File: config.mk
export PLATFORM = sky130hd
export DESIGN_NAME = fifo_unpacker_flat
export DESIGN_NICKNAME = d
export VERILOG_FILES = /design/src/rtl/fifo_pkg.sv /design/src/rtl/fifo_unpacker_if.sv /design/src/rtl/fifo_unpacker.sv /design/src/flat_wrapper.sv
export SDC_FILE = /design/constraint.sdc
export NUM_CORES = 1
export LEC_CHECK = 0
export ABC_AREA = 1
export BUFFER_PORTS_ARGS = -buffer_cell sky130_fd_sc_hd__buf_2
export CORE_MARGIN = 4
export CORE_UTILIZATION = 40
export CTS_CLUSTER_SIZE = 10
export DETAILED_ROUTE_END_ITERATION = 8
export HOLD_SLACK_MARGIN = 0.08
export PLACE_DENSITY = 0.66
export REMOVE_ABC_BUFFERS = 1
export SYNTH_ARGS = -nofsm -noshare
export SYNTH_HDL_FRONTEND = slang
export SYNTH_SLANG_ARGS = --single-unit
File: constraint.sdc
create_clock -name clock -period 37.8 [get_ports clock]
set_input_delay 1.89 -clock clock [delete_from_list [all_inputs] [get_ports clock]]
set_output_delay 1.89 -clock clock [all_outputs]
set_load 0.1 [all_outputs]
File: src/rtl/fifo_pkg.sv
// Shared definitions for the FIFO read-side unpacker and the future write-side packer.
// The ratio check is a macro so it can expand into a generate block inside each user module.
`ifndef FIFO_PKG_SV
`define FIFO_PKG_SV

`define FIFO_RATIO_CHECK(IN_W, OUT_W) \
   if ((((IN_W) % (OUT_W)) != 0) || (((IN_W) / (OUT_W)) < 2) || \
       (((((IN_W) / (OUT_W)) & (((IN_W) / (OUT_W)) - 1))) != 0)) begin : g_ratio_illegal \
      $error("fifo: IN_WIDTH/OUT_WIDTH must be an integer power of two >= 2"); \
   end

package fifo_pkg;

   typedef enum logic [0:0] {
      IDLE   = 1'b0,
      STREAM = 1'b1
   } state_t;

   function automatic int idx_w(input int ratio);
      return (ratio > 1) ? $clog2(ratio) : 1;
   endfunction

endpackage

`endif

File: src/rtl/fifo_unpacker_if.sv
// FIFO read port plus narrow beat stream; master is the unpacker, slave is the FIFO/consumer side.
interface fifo_unpacker_if #(
   parameter int IN_WIDTH  = 512,
   parameter int OUT_WIDTH = 64
);
   logic [IN_WIDTH-1:0]  fifo_q;
   logic                 fifo_empty;
   logic                 fifo_rdreq;
   logic [OUT_WIDTH-1:0] out_data;
   logic                 out_valid;
   logic                 out_ready;
   logic                 out_last;

   modport master (
      input  fifo_q, fifo_empty, out_ready,
      output fifo_rdreq, out_data, out_valid, out_last
   );

   modport slave (
      output fifo_q, fifo_empty, out_ready,
      input  fifo_rdreq, out_data, out_valid, out_last
   );
endinterface

File: src/rtl/fifo_unpacker.sv
// Pops wide words from a show-ahead FIFO and serialises each into RATIO beats, LSB beat first.
// The pop of the next word overlaps the last-beat transfer so words stream without bubbles.
module fifo_unpacker
   import fifo_pkg::*;
#(
   parameter int IN_WIDTH  = 512,
   parameter int OUT_WIDTH = 64
) (
   input  logic            clock,
   input  logic            reset_n,
   fifo_unpacker_if.master bus,
   output logic            busy,
   output logic [31:0]     words_done
);

   localparam int RATIO = IN_WIDTH / OUT_WIDTH;
   localparam int IW    = idx_w(RATIO);
   localparam logic [IW-1:0] LAST_IDX = IW'(RATIO - 1);

   `FIFO_RATIO_CHECK(IN_WIDTH, OUT_WIDTH)

   state_t              state_r;
   logic [IW-1:0]       idx_r;
   logic [IN_WIDTH-1:0] hold_r;
   logic [31:0]         words_done_r;
   logic                xfer_s;
   logic                last_s;
   logic                pop_s;

   assign xfer_s = (state_r == STREAM) && bus.out_ready;
   assign last_s = (idx_r == LAST_IDX);
   // Reset gates the pop so the FIFO never loses a word while the unpacker is held.
   assign pop_s  = reset_n && !bus.fifo_empty && ((state_r == IDLE) || (xfer_s && last_s));

   assign bus.fifo_rdreq = pop_s;
   assign bus.out_valid  = (state_r == STREAM);
   assign bus.out_last   = (state_r == STREAM) && last_s;
   assign bus.out_data   = hold_r[int'(idx_r) * OUT_WIDTH +: OUT_WIDTH];
   assign busy           = (state_r == STREAM);
   assign words_done     = words_done_r;

   // Control FSM: beat index, streaming state and completed-word counter.
   always_ff @(posedge clock) begin
      if (!reset_n) begin
         state_r      <= IDLE;
         idx_r        <= {IW{1'b0}};
         words_done_r <= 32'd0;
      end else begin
         case (state_r)
            IDLE: begin
               if (pop_s) begin
                  state_r <= STREAM;
                  idx_r   <= {IW{1'b0}};
               end
            end
            STREAM: begin
               if (xfer_s) begin
                  if (last_s) begin
                     words_done_r <= words_done_r + 32'd1;
                     idx_r        <= {IW{1'b0}};
                     if (!pop_s) begin
                        state_r <= IDLE;
                     end
                  end else begin
                     idx_r <= idx_r + IW'(1);
                  end
               end
            end
            default: begin
               state_r <= IDLE;
               idx_r   <= {IW{1'b0}};
            end
         endcase
      end
   end

   // Word hold register; contents are irrelevant outside STREAM so it carries no reset.
   always_ff @(posedge clock) begin
      if (pop_s) begin
         hold_r <= bus.fifo_q;
      end
   end

endmodule

File: src/flat_wrapper.sv
// flat-port wrapper written by rule: the top's interface ports become plain ports
module fifo_unpacker_flat import fifo_pkg::*;
#(
   parameter int IN_WIDTH  = 512,
   parameter int OUT_WIDTH = 64
)
  (clock, reset_n, busy, words_done, bus_fifo_q, bus_fifo_empty, bus_out_ready, bus_fifo_rdreq, bus_out_data, bus_out_valid, bus_out_last);
  fifo_unpacker_if #(.IN_WIDTH(IN_WIDTH), .OUT_WIDTH(OUT_WIDTH)) bus_i ();
  input  logic clock;
  input  logic reset_n;
  output logic busy;
  output logic [31:0] words_done;
  input wire logic [$bits(bus_i.fifo_q)-1:0] bus_fifo_q;
  input wire logic [$bits(bus_i.fifo_empty)-1:0] bus_fifo_empty;
  input wire logic [$bits(bus_i.out_ready)-1:0] bus_out_ready;
  output wire logic [$bits(bus_i.fifo_rdreq)-1:0] bus_fifo_rdreq;
  output wire logic [$bits(bus_i.out_data)-1:0] bus_out_data;
  output wire logic [$bits(bus_i.out_valid)-1:0] bus_out_valid;
  output wire logic [$bits(bus_i.out_last)-1:0] bus_out_last;
  assign bus_i.fifo_q = bus_fifo_q;
  assign bus_i.fifo_empty = bus_fifo_empty;
  assign bus_i.out_ready = bus_out_ready;
  assign bus_fifo_rdreq = bus_i.fifo_rdreq;
  assign bus_out_data = bus_i.out_data;
  assign bus_out_valid = bus_i.out_valid;
  assign bus_out_last = bus_i.out_last;
  fifo_unpacker #(.IN_WIDTH(IN_WIDTH), .OUT_WIDTH(OUT_WIDTH)) u_core (.clock(clock), .reset_n(reset_n), .bus(bus_i), .busy(busy), .words_done(words_done));
endmodule
After elaboration in Yosys (flattened, before gate mapping) --
Cells that the tools add are included.
Word-level totals: output and inout port bits 100, input port bits 516, register bits after elaboration 548
Operators by class: shifts and indexed selects 1, equal/unequal tests 3, muxes and demuxes 8, bitwise gates (word level) 1, reductions and logical operators 9, $add $sub $neg 2
Operator list (number):
- indexed part select 512 x 10 -> 64 bit | 1
- adder 32 x 1 -> 32 bit, second input constant | 1
- two-way mux 3 bit | 3
- one-hot mux 3 bit (2 select lines) | 1
- logical AND 1 bit | 5
- inequality test 2 bit, second input constant | 2
- adder 3 x 1 -> 3 bit, second input constant | 1
- == test 3 bit, second input constant | 1
- two-way mux 1 bit | 3
- AND reduction 3 bit | 1
- one-hot mux 1 bit (2 select lines) | 1
- AND reduction 2 bit | 1
- zero test 1 bit | 1
- logical OR 1 bit | 1
- NOT 1 bit | 1

Longest topological paths before layout --
Gate-level depths: netlist (run 1).
word-level depth 8, mapped depth 11

Least setup slack after synthesis (run 1) --
Ideal clock, no wire load.
path type input-to-reg, from input bus_out_ready, to register u_core.hold_r[0], enable pin, setup time 2.110 ns, arrival time 38.542 ns, required time 35.690 ns, buffers on the path 0, stages 4, path slack -2.852 ns, cell sequence nand2_2 -> nor2_4 -> nor2_1 -> nor3_1
Between the ends: cells in the longest elaborated chain, start to end 4
RTL lines:
- start: declaration | RTL line flat_wrapper.sv:15 | input wire logic [$bits(bus_i.out_ready)-1:0] bus_out_ready;
- logical AND 1 bit | RTL line fifo_unpacker.sv:30 | assign xfer_s = (state_r == STREAM) && bus.out_ready;
- logical AND 1 bit | RTL line fifo_unpacker.sv:33 | assign pop_s = reset_n && !bus.fifo_empty && ((state_r == IDLE) || (xfer_s && last_s));
- logical OR 1 bit | RTL line fifo_unpacker.sv:33
- logical AND 1 bit | RTL line fifo_unpacker.sv:33
- net bus_fifo_rdreq | RTL line flat_wrapper.sv:16 | output wire logic [$bits(bus_i.fifo_rdreq)-1:0] bus_fifo_rdreq;
- end signal: assignment | RTL line fifo_unpacker.sv:80 | hold_r <= bus.fifo_q;
- end: declaration | RTL line fifo_unpacker.sv:24 | logic [IN_WIDTH-1:0] hold_r;
The timed path passes the listed nets, and every way through them passes these cells. A chain may end at the register's enable or synchronous reset.

Worst setup path after layout (run 1) --
from input reset_n, to register u_core.hold_r[112], enable pin
Between the ends: cells in the longest elaborated chain, start to end 2
RTL lines:
- start: declaration | RTL line flat_wrapper.sv:10 | input logic reset_n;
- logical AND 1 bit (2 in a row) | RTL line fifo_unpacker.sv:33
Every way passes these cells.

==> metrics.txt, run 1 <==
# TYPE chip_impl_metric gauge
chip_impl_metric{name="drt_iter0_drc",unit=""} 1376
chip_impl_info{name="critical_path.reg2reg.endpoint",value="u_core.hold_r[112]"} 1
chip_impl_info{name="highest_layer",value="met5"} 1
chip_impl_metric{name="cts_hold_buffers",unit=""} 0
chip_impl_info{name="clock_tree.root_cell",value="sky130_fd_sc_hd__clkbuf_16"} 1
chip_impl_metric{name="synth_edf_count",unit=""} 512
chip_impl_metric{name="worst_setup_hold_path_clk_slew",unit="ns"} 0.05
chip_impl_info{name="min_to",value="u_core.words_done[5]"} 1
chip_impl_metric{name="finish.net_count",unit=""} 2946
chip_impl_info{name="crit_path_cell_trace",value="buf_2 -> inv_1 -> nor3_2 -> buf_4 -> buf_4 -> buf_4 -> buf_4 -> buf_4"} 1
chip_impl_metric{name="synth_async_reset_ratio",unit=""} 0
chip_impl_info{name="grt_setup_unrepaired",value="false"} 1
chip_impl_metric{name="num_rows",unit=""} 85
chip_impl_metric{name="worst_slew_pin_slew",unit="ns"} 1.09
chip_impl_info{name="critPathLaunchType",value="input port"} 1
chip_impl_metric{name="portion_of_the_post_synthesis_area_used_by_sequential_elements",unit=""} 0.737
chip_impl_metric{name="dr_wl_met2",unit="mm"} 32.3
chip_impl_info{name="critical_path.reg2reg.startpoint",value="u_core.idx_r[1]"} 1
chip_impl_metric{name="instances_no_fill",unit=""} 3182
chip_impl_info{name="worstSetupPathType",value="in -> reg"} 1
chip_impl_metric{name="dieHeight",unit="um"} 242
chip_impl_info{name="top_cells_by_area_in_the_synthesized_netlist",value="sky130_fd_sc_hd__edfxtp_1 70%, sky130_fd_sc_hd__nor2_1 6.5%, sky130_fd_sc_hd__nand2_1 4.7%, sky130_fd_sc_hd__o21ai_0 4.4%, sky130_fd_sc_hd__dfxtp_1 3.3%"} 1
chip_impl_metric{name="detailroute.via_count",unit=""} 16100
chip_impl_metric{name="dr.pass1.iters",unit=""} 6
chip_impl_metric{name="cp_data_required_time",unit="ns"} 38.00
chip_impl_info{name="post_synth_most_frequent_cells",value="512 x sky130_fd_sc_hd__edfxtp_1, 380 x sky130_fd_sc_hd__nor2_1, 273 x sky130_fd_sc_hd__nand2_1"} 1
chip_impl_metric{name="met3_length",unit="mm"} 5.60
chip_impl_info{name="ys.flop_type",value="sky130_fd_sc_hd__edfxtp_1"} 1
chip_impl_info{name="combinational_family_with_the_most_area_after_synthesis",value="simple AND/OR/NAND/NOR gates"} 1
chip_impl_info{name="clock_tree_from_tritoncts",value="built"} 1
chip_impl_metric{name="power_density",unit="nW/um^2"} 51.6
chip_impl_metric{name="ir_worst_vdd",unit="V"} 0.0000431
chip_impl_info{name="crit_path_frequent_cell",value="sky130_fd_sc_hd__buf_4"} 1
chip_impl_metric{name="ctsResizeCount",unit=""} 0
chip_impl_metric{name="clkLatencyLatePin",unit="ns"} 0.58
chip_impl_metric{name="max-cap-violations",unit=""} 0
chip_impl_metric{name="port-buffer-count",unit=""} 615
chip_impl_metric{name="final_area",unit="um^2"} 27400
chip_impl_metric{name="count_of_nets_left_with_antenna_violations_after_detail_routing",unit=""} 0
chip_impl_metric{name="grt_pass1_wl",unit="mm"} 93.8
chip_impl_info{name="yosysMostFrequentCell",value="sky130_fd_sc_hd__edfxtp_1"} 1
chip_impl_metric{name="vias_per_cell",unit=""} 5.08
chip_impl_metric{name="rr_worst_depth",unit=""} 11
chip_impl_metric{name="synth_top_area_frac",unit=""} 0.704
chip_impl_metric{name="grt_start_max_net_pins",unit=""} 167
chip_impl_metric{name="timing.final.hold_violations",unit=""} 0
chip_impl_metric{name="ys_seq_elements",unit=""} 548
chip_impl_metric{name="number_of_buffers_inserted_during_clock_tree_synthesis",unit=""} 66
chip_impl_metric{name="leakage",unit="nW"} 10.6
chip_impl_metric{name="synthToLayoutAreaGrowth",unit="%"} 25.3
chip_impl_metric{name="start_util",unit=""} 0.405
chip_impl_metric{name="placed_cell_area",unit="um^2"} 25400
chip_impl_metric{name="gp_congestion",unit=""} 0.846
chip_impl_metric{name="timing.hold.worst_path_depth",unit=""} 1
chip_impl_metric{name="synth_compound_area_frac",unit=""} 0.0981
chip_impl_metric{name="muxShareOfSynthArea",unit=""} 0
chip_impl_info{name="yosysTopAreaCell",value="sky130_fd_sc_hd__edfxtp_1"} 1
chip_impl_metric{name="period_needed",unit="ns"} 6.88
chip_impl_metric{name="global_route.overflow_total",unit=""} 0
chip_impl_metric{name="layout_worst_path_cycle_share",unit=""} 0.182
chip_impl_metric{name="globalRouteTotalUtil",unit=""} 0.209
chip_impl_metric{name="yosysWarnings",unit=""} 0
chip_impl_metric{name="cts.path.max_buffers",unit=""} 3
chip_impl_metric{name="core-area",unit="um^2"} 53900
chip_impl_metric{name="detail_route.drc_violations",unit=""} 0
chip_impl_metric{name="max_slew_violation_total_from_the_final_report",unit=""} 0
chip_impl_metric{name="worst_path_largest_cell_delay",unit="ns"} 0.94
chip_impl_metric{name="post_route_cells_drive_above_1_share",unit=""} 0.295
chip_impl_metric{name="dp_cells",unit=""} 3055
chip_impl_info{name="outcome",value="finished clean"} 1
chip_impl_metric{name="die_x",unit="um"} 242
chip_impl_metric{name="timing.reg2reg.setup_slack",unit="ns"} 31.30
chip_impl_info{name="min-delay-path-class",value="reg -> reg"} 1
chip_impl_metric{name="final.hold.worst_slack",unit="ns"} 0.498
chip_impl_metric{name="achievable-frequency",unit="GHz"} 0.145
chip_impl_metric{name="synth_simple_gate_area_share",unit=""} 0.129
chip_impl_info{name="critical_path.slowest_cell",value="sky130_fd_sc_hd__buf_4"} 1
chip_impl_metric{name="hpwl",unit="mm"} 43.1
chip_impl_metric{name="first_global_vias",unit=""} 16100
chip_impl_metric{name="synthDistinctLibCells",unit=""} 30
chip_impl_info{name="end_kind",value="flop"} 1
chip_impl_metric{name="wl_met1",unit="mm"} 23.5
chip_impl_metric{name="layout.filler_cells",unit=""} 4695
chip_impl_metric{name="synth_area",unit="um^2"} 21800
chip_impl_metric{name="postSynthCellCount",unit=""} 1831
chip_impl_metric{name="route.final.wire_length",unit="mm"} 63.5
chip_impl_metric{name="pin_count",unit=""} 616
chip_impl_metric{name="clock_tree_sinks",unit=""} 548
chip_impl_metric{name="worst-path-max-fanout",unit=""} 89
chip_impl_metric{name="setup_viol_count_final",unit=""} 0
chip_impl_metric{name="grt_antenna_before_repair",unit=""} 47
chip_impl_metric{name="post_synth.cell_area_avg",unit="um^2"} 11.9
chip_impl_metric{name="synth-adder-area-share",unit=""} 0.00172
chip_impl_metric{name="cts_setup_buffers",unit=""} 0
chip_impl_metric{name="finalClockSkew",unit="ns"} 0.0238
chip_impl_metric{name="slew_headroom",unit=""} 0.274
chip_impl_metric{name="routed_wirelength_normalized_by_instance_count",unit="um"} 20.0
chip_impl_metric{name="cts_htree_levels",unit=""} 3
chip_impl_metric{name="critical_path_arrival",unit="ns"} 7.09
chip_impl_metric{name="die-area",unit="um^2"} 58400
chip_impl_info{name="worstHoldStart",value="u_core.words_done[5]"} 1
chip_impl_metric{name="post_synthesis_xor_xnor_area_fraction",unit=""} 0.000401
## cell families (layout without fill, tap and decap cells)
family	Yosys count	count (layout)
other	0	38
xor gates and xnor gates	1	1
adders and majority gates	3	3
and+or+nand+nor	711	711
DFF	548	548
AOI/OAI and AO/OA	411	411
buffers and inverters	157	774
## per-stage QoR
stage / util / setup WS, ns / power (W) / TNS [ns]
3_3_place_gp: 0.471 / 30.49 / 0.000859 / 0
5_1_grt: 0.507 / 30.54 / 0.00146 / 0
6_report: 0.507 / 30.92 / 0.00141 / 0
3_5_place_dp: 0.471 / 30.34 / 0.000862 / 0
4_1_cts: 0.506 / 31.01 / 0.00143 / 0
2_1_floorplan: - / -5.86 / 0.000839 / -3003.84
## worst max-delay path, delay by kind of cell
kind | cells | cell delay, ns
AND/OR/NAND/NOR | 1 | 0.27
buffers and inverters | 7 | 4.62
## flip-flops by register name, summed over array words and instances (netlist names)
name and cells:
u_core.bus.out_valid 1, u_core.idx_r 3, u_core.hold_r 512, u_core.words_done 32
## where the power goes
group	internal, W	switching (W)	total (W)
Sequential	0.000690	0.00000626	0.000696
Combinational	0.0000373	0.000115	0.000153
Clock	0.000332	0.000231	0.000562
Total	0.00106	0.000352	0.00141
## final cells by class
type	instances	area, um^2	area share
clock buffer	81	1750	0.0640
multi-input combinational	1126	5000	0.183
antenna	38	95.1	0.00348
inverter	55	218	0.00796
clock inverter	8	111	0.00407
timing repair buffer	630	3200	0.117
tap	696	871	0.0318
sequential	548	16100	0.589
## worst max-delay path by stage
stage | startpoint | end | slack (ns) | cells after the start
floorplan | u_core.idx_r[0] | u_core.hold_r[0] | -5.86 | 6
global placement | reset_n | u_core.hold_r[120] | 30.49 | 8
detailed placement | reset_n | u_core.hold_r[131] | 30.34 | 8
CTS | reset_n | u_core.hold_r[120] | 31.01 | 8
global route | reset_n | u_core.hold_r[130] | 30.54 | 8
finish | reset_n | u_core.hold_r[112] | 30.92 | 8
## routing by layer
layer / global-route usage / vias to the layer above
li1: - / 7702
met1: 0.243 / 7613
met2: 0.358 / 681
met3: 0.0656 / 135
met4: 0.0881 / 18
met5: 0 / -
## cells in the final DEF, fill, tap and decap left out, types with 2 or more instances in the layout
cell type,synthesis,routed
sky130_fd_sc_hd__nor2_1,380,380
sky130_fd_sc_hd__clkbuf_1,46,13
sky130_fd_sc_hd__nor3_1,9,8
sky130_fd_sc_hd__nor2_4,5,5
sky130_fd_sc_hd__edfxtp_1,512,512
sky130_fd_sc_hd__a21oi_1,80,80
sky130_fd_sc_hd__nand2_1,273,273
sky130_fd_sc_hd__o21ai_0,192,192
sky130_fd_sc_hd__a31oi_1,64,64
sky130_fd_sc_hd__buf_4,11,14
sky130_fd_sc_hd__clkbuf_16,0,68
sky130_fd_sc_hd__nor2_2,2,2
sky130_fd_sc_hd__ha_1,3,3
sky130_fd_sc_hd__dfxtp_4,0,2
sky130_fd_sc_hd__dfxtp_1,36,33
sky130_fd_sc_hd__diode_2,0,38
sky130_fd_sc_hd__nand3_1,23,23
sky130_fd_sc_hd__nand3_2,2,2
sky130_fd_sc_hd__nand4_1,13,13
sky130_fd_sc_hd__clkinv_8,0,2
sky130_fd_sc_hd__o21ai_1,73,73
sky130_fd_sc_hd__inv_6,0,2
sky130_fd_sc_hd__inv_1,53,52
sky130_fd_sc_hd__buf_2,23,615
(Power assumes the default switching activity.)
==> inputs of run 2 (changes only) <==
==> constraint.sdc (replaced) <==
create_clock -name clock -period 5.9 [get_ports clock]
set_input_delay 0.295 -clock clock [delete_from_list [all_inputs] [get_ports clock]]
set_output_delay 0.295 -clock clock [all_outputs]
set_load 0.1 [all_outputs]
==> metrics.txt, run 2 (synthesized netlist as in run 1, its figures left out) <==
# TYPE chip_impl_metric gauge
chip_impl_info{name="outcome",value="finished clean"} 1
chip_impl_info{name="highest_layer",value="met5"} 1
chip_impl_metric{name="die-area",unit="um^2"} 58400
chip_impl_metric{name="wl_met1",unit="mm"} 26.9
chip_impl_metric{name="power_density",unit="nW/um^2"} 292
chip_impl_metric{name="cts_htree_levels",unit=""} 3
chip_impl_metric{name="clkLatencyLatePin",unit="ns"} 0.62
chip_impl_metric{name="layout_worst_path_cycle_share",unit=""} 0.723
chip_impl_metric{name="start_util",unit=""} 0.405
chip_impl_metric{name="detail_route.drc_violations",unit=""} 0
chip_impl_metric{name="worst-path-max-fanout",unit=""} 175
chip_impl_metric{name="slew_headroom",unit=""} 0.301
chip_impl_metric{name="layout.core_utilization",unit=""} 0.606
chip_impl_metric{name="portion_of_total_power_attributed_to_the_clock_network",unit=""} 0.394
chip_impl_metric{name="post_route_cells_drive_above_1_share",unit=""} 0.247
chip_impl_metric{name="p_comb_frac",unit=""} 0.138
chip_impl_info{name="crit_path_cell_trace",value="inv_8 -> buf_4 -> o21ai_0 -> a31oi_1 -> buf_2"} 1
chip_impl_info{name="end_kind",value="output port"} 1
chip_impl_metric{name="first_global_vias",unit=""} 20800
chip_impl_metric{name="cp_data_required_time",unit="ns"} 5.61
chip_impl_metric{name="worst_setup_hold_path_clk_slew",unit="ns"} 0.05
chip_impl_metric{name="count_of_nets_left_with_antenna_violations_after_detail_routing",unit=""} 0
chip_impl_metric{name="power.internal",unit="W"} 0.00704
chip_impl_metric{name="detailroute.via_count",unit=""} 19800
chip_impl_metric{name="dr_wl_met2",unit="mm"} 40.7
chip_impl_metric{name="multi_input_area",unit="um^2"} 5000
chip_impl_metric{name="period_needed",unit="ns"} 4.26
chip_impl_info{name="critPathLaunchType",value="flop"} 1
chip_impl_metric{name="num_rows",unit=""} 85
chip_impl_metric{name="synthToLayoutAreaGrowth",unit="%"} 49.7
chip_impl_metric{name="routed_wirelength_normalized_by_instance_count",unit="um"} 21.6
chip_impl_metric{name="cts_setup_buffers",unit=""} 0
chip_impl_metric{name="die_x",unit="um"} 242
chip_impl_metric{name="port-buffer-count",unit=""} 615
chip_impl_metric{name="seqPwrFrac",unit=""} 0.469
chip_impl_metric{name="finalClockSkew",unit="ns"} 0.0403
chip_impl_metric{name="hpwl",unit="mm"} 44.1
chip_impl_metric{name="largest_register_ffs",unit=""} 512
chip_impl_metric{name="route.final.wire_length",unit="mm"} 79.9
chip_impl_info{name="cell_class_contributing_the_biggest_share_of_worst_path_delay",value="buffers and inverters"} 1
chip_impl_metric{name="grt_start_max_net_pins",unit=""} 176
chip_impl_metric{name="ir_worst_vdd",unit="V"} 0.000309
chip_impl_metric{name="max-cap-violations",unit=""} 0
chip_impl_info{name="most_flops_register",value="u_core.hold_r"} 1
chip_impl_metric{name="vias_per_cell",unit=""} 5.35
chip_impl_metric{name="sequential_cell_area",unit="um^2"} 16100
chip_impl_metric{name="gp_congestion",unit=""} 0.896
chip_impl_metric{name="worst_path_largest_cell_delay",unit="ns"} 0.84
chip_impl_metric{name="cts.path.max_buffers",unit=""} 3
chip_impl_metric{name="layout.filler_cells",unit=""} 3941
chip_impl_metric{name="dieHeight",unit="um"} 242
chip_impl_metric{name="timing.reg2reg.setup_slack",unit="ns"} 2.54
chip_impl_info{name="mostFrequentLayoutCells",value="614 x sky130_fd_sc_hd__buf_2, 513 x sky130_fd_sc_hd__dlygate4sd3_1, 512 x sky130_fd_sc_hd__edfxtp_1, 380 x sky130_fd_sc_hd__nor2_1, 273 x sky130_fd_sc_hd__nand2_1"} 1
chip_impl_metric{name="timing.final.hold_violations",unit=""} 0
chip_impl_info{name="worstSetupPathType",value="reg -> out"} 1
chip_impl_metric{name="number_of_buffers_inserted_during_clock_tree_synthesis",unit=""} 66
chip_impl_metric{name="dr.pass1.iters",unit=""} 6
chip_impl_metric{name="ctsResizeCount",unit=""} 0
chip_impl_metric{name="setup_viol_count_final",unit=""} 0
chip_impl_metric{name="met3_length",unit="mm"} 7.22
chip_impl_metric{name="global_route.overflow_total",unit=""} 0
chip_impl_metric{name="finish.net_count",unit=""} 3471
chip_impl_metric{name="core-area",unit="um^2"} 53900
chip_impl_metric{name="drt_iter0_drc",unit=""} 2060
chip_impl_metric{name="switchingPower",unit="W"} 0.00252
chip_impl_metric{name="globalRouteTotalUtil",unit=""} 0.262
chip_impl_metric{name="clock_tree_sinks",unit=""} 548
chip_impl_metric{name="leakage",unit="nW"} 12.9
chip_impl_info{name="grt_setup_unrepaired",value="false"} 1
chip_impl_info{name="layout_commonest_cell",value="sky130_fd_sc_hd__buf_2"} 1
chip_impl_metric{name="grt_pass1_wl",unit="mm"} 119
chip_impl_info{name="clock_tree.root_cell",value="sky130_fd_sc_hd__clkbuf_16"} 1
chip_impl_info{name="clock_tree_from_tritoncts",value="built"} 1
chip_impl_metric{name="power.total",unit="W"} 0.00955
chip_impl_metric{name="swShare",unit=""} 0.264
chip_impl_metric{name="worst_slew_pin_slew",unit="ns"} 1.05
chip_impl_metric{name="critical_path_arrival",unit="ns"} 3.97
chip_impl_info{name="critical_path.slowest_cell",value="sky130_fd_sc_hd__inv_8"} 1
chip_impl_metric{name="worst-path-buf-inv",unit=""} 3
chip_impl_metric{name="grt_antenna_before_repair",unit=""} 27
chip_impl_metric{name="max_slew_violation_total_from_the_final_report",unit=""} 0
chip_impl_info{name="min-delay-path-class",value="in -> reg"} 1
chip_impl_metric{name="pin_count",unit=""} 616
chip_impl_metric{name="setup_total_negative_slack",unit="ns"} 0
chip_impl_metric{name="achievable-frequency",unit="GHz"} 0.235
==> run 2: cell types whose count changed in the layout (fill, tap and decap cells not counted), sizes merged <==
cell         previous run  this run
buf                   630       642
clkinv                  4         7
clkinvlp                1         0
diode                  38        30
dlygate4sd3             0       513
inv                    57        56
==> run 2: per-stage QoR <==
| step | setup WS, ns | std cells | hold WS [ns] | cell area (um^2) |
|---|---|---|---|---|
| after floorplan | -37.76 | 1729 | 0.391 | 21300 |
| after global routing | 1.46 | 3695 | 0.115 | 32700 |
| final | 1.64 | 3700 | 0.130 | 32700 |
| after detailed placement | 2.30 | 3067 | 0.473 | 25600 |
| after global placement | 2.31 | 3067 | 0.466 | 25600 |
| after CTS | 1.62 | 3670 | 0.0898 | 32600 |
==> run 2: what timing repair did <==
item,in CTS,in global routing
hold buffers,513,0
setup endpoints to repair,0,0
endpoints found under the hold margin,513,0
==> run 2: area by class of cell <==
type                    instances  area share
flip-flops and latches        548       0.493
repair buffers               1155       0.260
multi-input cells            1126       0.153
clock buffers                  81      0.0536
well taps                     696      0.0266
inverters                      55     0.00666
clock inverters                 9     0.00498
diodes                         30     0.00230
==> run 2: per-layer routing <==
metal  up-vias  global-route usage
met1      9236               0.289
met4         4               0.160
met3       362              0.0623
met5         -                   0
li1       8732                   -
met2      1444               0.458
==> run 2: power groups by stage <==
stage          Combinational (W)  Sequential [W]  Clock [W]
6_report                 0.00132         0.00448    0.00376
2_1_floorplan           0.000622         0.00476          0
3_3_place_gp            0.000974         0.00454          0
3_5_place_dp            0.000987         0.00455          0
5_1_grt                  0.00138         0.00448    0.00397
4_1_cts                  0.00127         0.00447    0.00375
==> run 2: final timing paths <==
path                         from  cells past startpoint                 to
hold reg to reg   u_core.idx_r[2]                      2    u_core.idx_r[2]
setup reg to reg  u_core.idx_r[0]                      8  u_core.hold_r[41]
hold / removal      bus_out_ready                      4    u_core.idx_r[0]
setup / recovery  u_core.idx_r[0]                      5    bus_out_data[5]
==> run 2: tightest hold or removal path, delay by kind of cell <==
| family | cells | cell delay, ns |
|---|---|---|
| and+or+nand+nor | 2 | 0.20 |
| buffers and inverters | 1 | 0.11 |
| AOI/OAI and AO/OA | 1 | 0.07 |
